File: config.mk
export PLATFORM = sky130hd
export DESIGN_NAME = lvs_stream_arbiter_flat
export DESIGN_NICKNAME = d
export VERILOG_FILES = /design/src/rtl/lvs_stream_arbiter_pkg.sv /design/src/rtl/lvs_stream_arbiter_if.sv /design/src/rtl/lvs_stream_arbiter_rr_pick.sv /design/src/rtl/lvs_stream_arbiter.sv /design/src/flat_wrapper.sv
export SDC_FILE = /design/constraint.sdc
export NUM_CORES = 1
export LEC_CHECK = 0
export CORE_AREA = 5 5 538 540
export CTS_CLUSTER_SIZE = 12
export DETAILED_ROUTE_END_ITERATION = 8
export DIE_AREA = 0 0 543 545
export SYNTH_ARGS = -nofsm -noshare
export SYNTH_HDL_FRONTEND = slang
export SYNTH_SLANG_ARGS = --single-unit
File: constraint.sdc
create_clock -name i_clk -period 2.4 [get_ports i_clk]
set_clock_uncertainty 0.15 [all_clocks]
set_input_delay 0.6 -clock i_clk [delete_from_list [all_inputs] [get_ports i_clk]]
set_output_delay 0.6 -clock i_clk [all_outputs]
set_load 0.005 [all_outputs]
File: src/rtl/lvs_stream_arbiter_pkg.sv
// Shared definitions for the lvs stream arbiter and its helpers.
// State encodings, leaf/length widths and the source-index width rule.
package lvs_stream_arbiter_pkg;

   localparam int LEAF_W = 256;
   localparam int LEN_W  = 8;

   typedef enum logic {
      LVS_ARB_IDLE = 1'b0,
      LVS_ARB_LOCK = 1'b1
   } lvs_arb_state_e;

   // A single producer still needs a one-bit index
   function automatic int src_width(input int n);
      return (n > 1) ? $clog2(n) : 1;
   endfunction

endpackage

File: src/rtl/lvs_stream_arbiter_if.sv
// Bundle of the N_SRC leaf-producer channels and the merged lvs output.
// The arbiter uses slave; the producers/consumer side uses master.
interface lvs_stream_arbiter_if #(
   parameter int N_SRC     = 4,
   parameter int QID_WIDTH = 8
);
   import lvs_stream_arbiter_pkg::*;

   localparam int SRC_W = src_width(N_SRC);

   logic [N_SRC-1:0]           i_lvs_vld;
   logic [N_SRC-1:0]           o_lvs_rdy;
   logic [N_SRC*LEAF_W-1:0]    i_lvs;
   logic [N_SRC-1:0]           i_field_ena;
   logic [N_SRC-1:0]           i_last;
   logic [N_SRC*LEN_W-1:0]     i_length;
   logic [N_SRC*QID_WIDTH-1:0] i_qid;

   logic                       o_lvs_vld;
   logic                       i_lvs_rdy;
   logic [LEAF_W-1:0]          o_lvs;
   logic                       o_field_ena;
   logic                       o_last;
   logic [LEN_W-1:0]           o_length;
   logic [QID_WIDTH-1:0]       o_qid;
   logic [SRC_W-1:0]           o_src;
   logic                       o_busy;

   modport slave (
      input  i_lvs_vld, i_lvs, i_field_ena, i_last,
      input  i_length, i_qid, i_lvs_rdy,
      output o_lvs_rdy, o_lvs_vld, o_lvs, o_field_ena,
      output o_last, o_length, o_qid, o_src, o_busy
   );

   modport master (
      output i_lvs_vld, i_lvs, i_field_ena, i_last,
      output i_length, i_qid, i_lvs_rdy,
      input  o_lvs_rdy, o_lvs_vld, o_lvs, o_field_ena,
      input  o_last, o_length, o_qid, o_src, o_busy
   );

endinterface

File: src/rtl/lvs_stream_arbiter_rr_pick.sv
// Round-robin first-one finder: first set req bit at or after ptr,
// wrapping modulo N. Purely combinational.
module rr_pick #(
   parameter int N = 4,
   parameter int W = 2
) (
   input  logic [N-1:0] req,
   input  logic [W-1:0] ptr,
   output logic [W-1:0] idx,
   output logic         any
);

   int          pos;
   logic [W-1:0] cand;

   // Scan farthest-to-nearest so the nearest request wins last
   always_comb begin
      idx  = '0;
      any  = 1'b0;
      pos  = 0;
      cand = '0;
      for (int i = N - 1; i >= 0; i--) begin
         pos  = (int'(ptr) + i) % N;
         cand = W'(pos);
         if (req[cand]) begin
            idx = cand;
            any = 1'b1;
         end
      end
   end

endmodule

File: src/rtl/lvs_stream_arbiter.sv
// Packet-atomic round-robin merge of N_SRC leaf streams onto one
// registered lvs output; grant is held until the last beat is taken.
module lvs_stream_arbiter
   import lvs_stream_arbiter_pkg::*;
#(
   parameter int N_SRC     = 4,
   parameter int QID_WIDTH = 8,
   parameter int SRC_W     = src_width(N_SRC)
) (
   input logic                 i_clk,
   input logic                 i_rst_n,
   lvs_stream_arbiter_if.slave bus
);

   lvs_arb_state_e   state, state_d;
   logic [SRC_W-1:0] grant, grant_d;
   logic [SRC_W-1:0] ptr, ptr_d;
   logic [SRC_W-1:0] pick_idx;
   logic             pick_any;
   logic             out_free;
   logic             accept;
   logic             last_g;

   rr_pick #(
      .N (N_SRC),
      .W (SRC_W)
   ) u_pick (
      .req (bus.i_lvs_vld),
      .ptr (ptr),
      .idx (pick_idx),
      .any (pick_any)
   );

   assign out_free   = ~bus.o_lvs_vld | bus.i_lvs_rdy;
   assign last_g     = bus.i_last[grant];
   assign accept     = (state == LVS_ARB_LOCK)
                     & bus.i_lvs_vld[grant] & out_free;
   assign bus.o_busy = (state == LVS_ARB_LOCK);

   // Only the locked source sees ready, and only if the slot can take a beat
   always_comb begin
      bus.o_lvs_rdy = '0;
      if (state == LVS_ARB_LOCK)
         bus.o_lvs_rdy[grant] = out_free;
   end

   // Arbitrate while idle; release the lock once a last beat is taken
   always_comb begin
      state_d = state;
      grant_d = grant;
      ptr_d   = ptr;
      unique case (state)
         LVS_ARB_IDLE: begin
            if (pick_any) begin
               state_d = LVS_ARB_LOCK;
               grant_d = pick_idx;
            end
         end
         LVS_ARB_LOCK: begin
            if (accept && last_g) begin
               state_d = LVS_ARB_IDLE;
               ptr_d   = (grant == SRC_W'(N_SRC - 1))
                       ? '0 : grant + 1'b1;
            end
         end
      endcase
   end

   // State, grant and rotation pointer
   always_ff @(posedge i_clk or negedge i_rst_n) begin
      if (!i_rst_n) begin
         state <= LVS_ARB_IDLE;
         grant <= '0;
         ptr   <= '0;
      end else begin
         state <= state_d;
         grant <= grant_d;
         ptr   <= ptr_d;
      end
   end

   // Output slot: load on accept, otherwise drain when downstream takes it
   always_ff @(posedge i_clk or negedge i_rst_n) begin
      if (!i_rst_n) begin
         bus.o_lvs_vld   <= 1'b0;
         bus.o_lvs       <= '0;
         bus.o_field_ena <= 1'b0;
         bus.o_last      <= 1'b0;
         bus.o_length    <= '0;
         bus.o_qid       <= '0;
         bus.o_src       <= '0;
      end else if (accept) begin
         bus.o_lvs_vld   <= 1'b1;
         bus.o_lvs       <= bus.i_lvs[int'(grant)*LEAF_W +: LEAF_W];
         bus.o_field_ena <= bus.i_field_ena[grant];
         bus.o_last      <= last_g;
         bus.o_length    <= bus.i_length[int'(grant)*LEN_W +: LEN_W];
         bus.o_qid       <= bus.i_qid[int'(grant)*QID_WIDTH +: QID_WIDTH];
         bus.o_src       <= grant;
      end else if (bus.i_lvs_rdy) begin
         bus.o_lvs_vld   <= 1'b0;
      end
   end

endmodule

File: src/flat_wrapper.sv
// flat-port wrapper written by rule: the top's interface ports become plain ports
module lvs_stream_arbiter_flat import lvs_stream_arbiter_pkg::*;
#(
   parameter int N_SRC     = 4,
   parameter int QID_WIDTH = 8,
   parameter int SRC_W     = src_width(N_SRC)
)
  (i_clk, i_rst_n, bus_i_lvs_vld, bus_i_lvs, bus_i_field_ena, bus_i_last, bus_i_length, bus_i_qid, bus_i_lvs_rdy, bus_o_lvs_rdy, bus_o_lvs_vld, bus_o_lvs, bus_o_field_ena, bus_o_last, bus_o_length, bus_o_qid, bus_o_src, bus_o_busy);
  lvs_stream_arbiter_if #(.N_SRC(N_SRC), .QID_WIDTH(QID_WIDTH)) bus_i ();
  input logic i_clk;
  input logic i_rst_n;
  input wire logic [$bits(bus_i.i_lvs_vld)-1:0] bus_i_lvs_vld;
  input wire logic [$bits(bus_i.i_lvs)-1:0] bus_i_lvs;
  input wire logic [$bits(bus_i.i_field_ena)-1:0] bus_i_field_ena;
  input wire logic [$bits(bus_i.i_last)-1:0] bus_i_last;
  input wire logic [$bits(bus_i.i_length)-1:0] bus_i_length;
  input wire logic [$bits(bus_i.i_qid)-1:0] bus_i_qid;
  input wire logic [$bits(bus_i.i_lvs_rdy)-1:0] bus_i_lvs_rdy;
  output wire logic [$bits(bus_i.o_lvs_rdy)-1:0] bus_o_lvs_rdy;
  output wire logic [$bits(bus_i.o_lvs_vld)-1:0] bus_o_lvs_vld;
  output wire logic [$bits(bus_i.o_lvs)-1:0] bus_o_lvs;
  output wire logic [$bits(bus_i.o_field_ena)-1:0] bus_o_field_ena;
  output wire logic [$bits(bus_i.o_last)-1:0] bus_o_last;
  output wire logic [$bits(bus_i.o_length)-1:0] bus_o_length;
  output wire logic [$bits(bus_i.o_qid)-1:0] bus_o_qid;
  output wire logic [$bits(bus_i.o_src)-1:0] bus_o_src;
  output wire logic [$bits(bus_i.o_busy)-1:0] bus_o_busy;
  assign bus_i.i_lvs_vld = bus_i_lvs_vld;
  assign bus_i.i_lvs = bus_i_lvs;
  assign bus_i.i_field_ena = bus_i_field_ena;
  assign bus_i.i_last = bus_i_last;
  assign bus_i.i_length = bus_i_length;
  assign bus_i.i_qid = bus_i_qid;
  assign bus_i.i_lvs_rdy = bus_i_lvs_rdy;
  assign bus_o_lvs_rdy = bus_i.o_lvs_rdy;
  assign bus_o_lvs_vld = bus_i.o_lvs_vld;
  assign bus_o_lvs = bus_i.o_lvs;
  assign bus_o_field_ena = bus_i.o_field_ena;
  assign bus_o_last = bus_i.o_last;
  assign bus_o_length = bus_i.o_length;
  assign bus_o_qid = bus_i.o_qid;
  assign bus_o_src = bus_i.o_src;
  assign bus_o_busy = bus_i.o_busy;
  lvs_stream_arbiter #(.N_SRC(N_SRC), .QID_WIDTH(QID_WIDTH), .SRC_W(SRC_W)) u_core (.i_clk(i_clk), .i_rst_n(i_rst_n), .bus(bus_i));
endmodule
# ---- Yosys cells after proc, flatten, opt, wreduce, memory -nomap -nowiden
# Index checks and enable logic that the tools add are counted.
dict set report totals {
  register_bits 282
  in_bits 1103
  output_inout_bits 282
}
dict set report op_classes {
  add_sub_neg 4
  n_lt_le_gt_ge 6
  n_eq_ne 1
  n_shift 3
  mux 31
  n_bitwise 6
  n_reduce_logical 5
}
# cell count
set ops {}
lappend ops {{$shiftx 1024x11->256} 1}
lappend ops {{$shiftx 32x6->8} 2}
lappend ops {{$mux 1} 16}
lappend ops {{$lt 2x3->1 const B} 5}
lappend ops {{$bmux 1 s2} 7}
lappend ops {{$mux 2} 5}
lappend ops {{$add 2x1->2 const B} 2}
lappend ops {{$add 2x2->2 const B} 2}
lappend ops {{$and 4x4->4} 1}
lappend ops {{$mux 4} 1}
lappend ops {{$reduce_and 2->1} 2}
lappend ops {{$and 1x1->1} 2}
lappend ops {{$demux 1 s2} 1}
lappend ops {{$eq 2x2->1 const B} 1}
lappend ops {{$ge 2x1->1 const B} 1}
lappend ops {{$logic_and 1x1->1} 2}
lappend ops {{$not 1->1} 2}
lappend ops {{$pmux 1 s2} 1}
lappend ops {{$reduce_bool 2->1} 1}
lappend ops {{$or 1x1->1} 1}

# ---- Depth between registers and ports, before layout
# Gate-level depths: netlist (run 1).
dict set report logic_depth {
  ltp_word 9
  depth_mapped 7
  mapped_depth_nobuf 4
}

# ---- Hierarchy
# Synthesis (run 1) repeated with hierarchy kept, for this count alone.
dict set report hier_totals {
  hier_cells 968
  hier_area_um2 17292.8
}
# mod instances cells_per_inst area_each_um2 seq_area_each_um2
set modules_own_cells {}
lappend modules_own_cells {lvs_stream_arbiter 1 955 17215.3 7056.8}
lappend modules_own_cells {rr_pick 1 13 77.6 0.0}

# ---- Worst setup path after synthesis (run 1)
# No wires, ideal clock.
dict set report synth_path {
  kind {register to output}
  startpoint {register u_core.grant[0]}
  endpoint {output port bus_o_lvs_rdy[2]}
  t_arrival_ns 1.513
  t_required_ns 1.650
  setup_slack_ns 0.137
  path_stages_with_launch 7
  path_cell_list {dfrtp_1 > buf_2 > buf_2 > buf_2 > inv_1 > ha_1 > and3_1}
}
dict set report synth_via {
  elab_chain_len 6
  word_cells_on_any_way 7
  cone_classes {order compare (2); mux (3); bitwise (1); reduce/logical (1)}
}
# element line
set synth_lines {}
lappend synth_lines {{start: declaration} lvs_stream_arbiter.sv:16} ;# logic [SRC_W-1:0] grant, grant_d;
lappend synth_lines {{start signal: assignment} lvs_stream_arbiter.sv:77} ;# grant <= grant_d;
lappend synth_lines {{$lt 2x3->1 (not written as such) / $ge 2x1->1 (equally long branches)} lvs_stream_arbiter.sv:44} ;# bus.o_lvs_rdy[grant] = out_free;
lappend synth_lines {{$logic_and 1x1->1 (not written as such)} lvs_stream_arbiter.sv:44}
lappend synth_lines {{$mux 1 (not written as such)} lvs_stream_arbiter.sv:44}
lappend synth_lines {{$demux 1 s2 (*)} n/a}
lappend synth_lines {{$and 4x4->4 (no line) (*)} n/a}
lappend synth_lines {{$mux 4 (*)} lvs_stream_arbiter.sv:43} ;# if (state == LVS_ARB_LOCK)
lappend synth_lines {{end: declaration} flat_wrapper.sv:19} ;# output wire logic [$bits(bus_i.o_lvs_rdy)-1:0] bus_o_lvs_rdy;
# Mark *: on every way between the ends. The rest lies on a longest branch, timed or not.

# ---- Worst setup path in the final report (run 1)
dict set report layout_path {
  startpoint {register u_core.grant[1]}
  endpoint {register u_core.bus.o_lvs[168]}
}
dict set report layout_via {
  elab_chain_len 4
  word_cells_on_any_way 5
  cone_classes {shift (1); mux (2); bitwise (2)}
}
# element line
set layout_lines {}
lappend layout_lines {{branches (longest 4 deep; another with $shiftx 1024x11->256)} n/a}
lappend layout_lines {{end signal: assignment} lvs_stream_arbiter.sv:94} ;# bus.o_lvs <= bus.i_lvs[int'(grant)*LEAF_W +: LEAF_W];
lappend layout_lines {{end: declaration} lvs_stream_arbiter_if.sv:32} ;# output o_lvs_rdy, o_lvs_vld, o_lvs, o_field_ena,
# Parallel ways; which one is timed is not known. The select of a mux whose other input is x is not followed.
# A chain may end at the register's enable or synchronous reset.

==> run_results.csv, run 1 <==
group,metric,value,unit
logic_synthesis,yosysTopAreaCellShare,40.8,%
detailed_routing,wire_per_inst,34.8,um
detailed_routing,dr.first_iter.drc_count,1289,
global_route,grt_pass1_wl,258000,um
logic_synthesis,synth_top_area_cell,"dfrtp_1",
final_layout,layout_common_cells,"1,257 x clkdlybuf4s50_1, 276 x dfrtp_1, 275 x mux4_2",
hold_path,hold_class,"in -> async",
critical_path,r2r_slack,-370,ps
logic_synthesis,yosys-top-cells-area,"dfrtp_1 41%, mux4_2 36%, mux2_1 15%",
place,dp_slack,-760,ps
timing,layout_setup_ws,-369,ps
timing,drv_slew,0,
timing,whs,309,ps
detailed_routing,num_vias,19100,
timing,hold_viol,0,
global_route,antenna_found_initial,320,
final_layout,area_growth,130,%
global_route,grt-ovfl-total,0,
clock_tree,path_clk_slew,60,ps
timing,slew_headroom,35.4,%
power,switching_power,16.6,mW
floorplanning,core,0.284,mm^2
floorplanning,die-area,0.296,mm^2
logic_synthesis,yosysSeqAreaShare,40.8,%
logic_synthesis,synth_cell_types,28,
clock_tree,clk_latency,650,ps
global_route,track_usage,14.0,%
detailed_routing,viasPerCell,3.03,
final_layout,n_fill_cell,31600,
critical_path,worstSetupPathType,"reg -> reg",
floorplanning,die_w,543,um
power,internal_power,28.0,mW
timing,worstMarginPinSlew,969,ps
detailed_routing,antenna_left,0,
critical_path,reg2reg_from,"u_core.grant[1]$_DFFE_PN0P_",
timing,rsz0062_at_grt,"yes",
clock_tree,ctsRootBufferMaster,"clkbuf_16",
timing,min_period,2770,ps
place,io_buffers,1384,
critical_path,reg2reg_depth,8,
critical_path,critPathRequiredTime,2790,ps
final_layout,drive_gt1_share,30.4,%
clock_tree,cts_buffer_depth,3,
timing,timing.fmax,361,MHz
floorplanning,row_count,196,
flow_run,cap_violations,0,
logic_synthesis,synth_area,0.0173,mm^2
critical_path,rr_endpoint,"u_core.bus.o_lvs[168]$_DFFE_PN0P_",
floorplanning,num_io_pins,1385,
logic_synthesis,async_flop_share,100,%
detailed_routing,drc,0,
place,dp_hpwl,196000,um
detailed_routing,wl,220000,um
clock_tree,numClockSinks,282,
outcome,status,"complete, but fails checks",
global_route,grt_max_degree,96,
logic_synthesis,synth_edf_count,0,
logic_synthesis,ys_ff_latch,282,
logic_synthesis,syn_inst,968,
clock_tree,cts_buffers,41,
final_layout,layout_commonest_cell,"clkdlybuf4s50_1",
logic_synthesis,synthesis.nets,2075,
final_layout,nNetsFinal,3578,
power,pwr-share-comb,64.7,%
power,clkPwrFrac,14.6,%
global_route,grt_pass1_vias,19500,
timing,fin_crit_sh,115,%
floorplanning,fp.dieH,545,um
critical_path,critPathMaxFanout,6,
power,sequentialPowerShare,20.8,%
logic_synthesis,ys.flop_type,"dfrtp_1",
critical_path,start_kind,"flip-flop",
floorplanning,start_util,6.10,%
power,peakVddDrop,788,uV
clock_tree,htreeDepth,2,
logic_synthesis,ys.warnings.count,0,
logic_synthesis,postSynthAreaPerCell,17.9,um^2
critical_path,end_kind,"flip-flop",
outcome,failed_checks,"negative setup slack",
final_layout,utilization,14.0,%
detailed_routing,dr.pass1.iters,8,
clock_tree,cts_tree,"yes",
power,swShare,37.2,%
power,p_leak,15.1,nW
critical_path,crit_arrival,3160,ps
power,power_density,1120,mW/mm^2
timing,setup_viol,279,
place,gp_congestion,0.958,
## final cells by class
class / instances / area [um^2] / share of cell area [%]
Timing Repair Buffer: 1554 / 16200 / 40.7
Inverter: 3 / 18.8 / 0.0472
Tap cell: 3762 / 4710 / 11.8
Sequential cell: 282 / 7070 / 17.8
Clock buffer: 55 / 1140 / 2.86
Clock inverter: 16 / 221 / 0.557
Antenna cell: 58 / 145 / 0.365
Multi-Input combinational cell: 589 / 10300 / 25.9
## routing by layer
| metal | wire length [um] | track usage, % | vias up | part of all wire [%] |
|---|---|---|---|---|
| met4 | 8380 | 4.35 | 278 | 3.8 |
| met3 | 36200 | 10.4 | 659 | 16 |
| met2 | 96100 | 21.8 | 1639 | 44 |
| met1 | 77400 | 14.8 | 9471 | 35 |
| li1 | - | - | 7099 | - |
| met5 | 1870 | 0 | - | 0.85 |
## registers in the layout, summed over array words and instances (netlist names)
register and count:
u_core.ptr 2, u_core.bus.o_field_ena 1, u_core.bus.o_lvs 256, u_core.bus.o_last 1
u_core.bus.o_busy 1, u_core.bus.o_length 8, u_core.bus.o_lvs_vld 1, u_core.grant 2
u_core.bus.o_qid 8, u_core.bus.o_src 2
## cell families after synthesis
kind of cell / synth area share, %
compound gates: 0.455
simple gates: 0.643
mux: 53.8
fa+ha+maj: 0.289
buf+inv: 4.02
flops: 40.8
## power groups by stage
stage | clock network, mW | logic, mW | registers (mW)
global route | 6.81 | 30.3 | 9.50
detailed placement | 0 | 24.5 | 9.34
CTS | 6.72 | 27.7 | 9.27
finish | 6.49 | 28.8 | 9.25
global placement | 0 | 24.3 | 9.29
floorplan | 0 | 10.7 | 8.77
## synthesized netlist by cell type (all sizes together), types with 2 or more instances
cell type and instances:
dfrtp 282, mux2i 3, o21ai 5, and3 4
inv 3, nand2 8, clkbuf 32, mux4 275
nand2b 2, nor2b 2, buf 62, mux2 275
ha 4, a21oi 2
## worst max-delay path: stages (launching register included)
cell       delay, ps
dfrtp_4          450
buf_12           150
mux4_2           690
nand3_4          210
buf_12           160
buf_16           170
buf_12           160
clkbuf_16        160
mux2_4           300
## stage by stage
stage | cell area, um^2 | TNS (ps) | cells | power (mW)
6_report | 39800 | -76300 | 6319 | 44.6
5_1_grt | 39700 | -92600 | 6295 | 46.6
4_1_cts | 38800 | -77560 | 6248 | 43.7
3_5_place_dp | 36400 | -178990 | 6151 | 33.8
3_3_place_gp | 36400 | -169050 | 6151 | 33.6
2_1_floorplan | 17300 | 0 | 968 | 19.5
## worst max path at each step
| stage | start | to | depth (start not counted) |
|---|---|---|---|
| final | u_core.grant[1]$_DFFE_PN0P_ | u_core.bus.o_lvs[168]$_DFFE_PN0P_ | 8 |
| after global routing | u_core.grant[1]$_DFFE_PN0P_ | u_core.bus.o_lvs[168]$_DFFE_PN0P_ | 8 |
| after CTS | u_core.grant[1]$_DFFE_PN0P_ | u_core.bus.o_lvs[192]$_DFFE_PN0P_ | 8 |
| after detailed placement | bus_i_lvs_vld[3] | u_core.bus.o_lvs[184]$_DFFE_PN0P_ | 6 |
| after global placement | bus_i_lvs_vld[3] | u_core.bus.o_lvs[184]$_DFFE_PN0P_ | 6 |
| after floorplan | u_core.grant[0]$_DFFE_PN0P_ | bus_o_lvs_rdy[2] | 6 |
## timing repair
action	CTS	global route
resized for setup	212	195
pin swaps	4	2
gates cloned	7	6
buffers inserted	18	14
setup endpoints to repair	388	354
hold buffers	1	0
hold endpoints to repair	15	0
(Power assumes the default switching activity.)
==> run 2: changes to the inputs <==
ABC_AREA = 0   (was unset)
==> results of run 2 <==
Same layout as run 1: the final DEF is identical, and so are final timing and power.
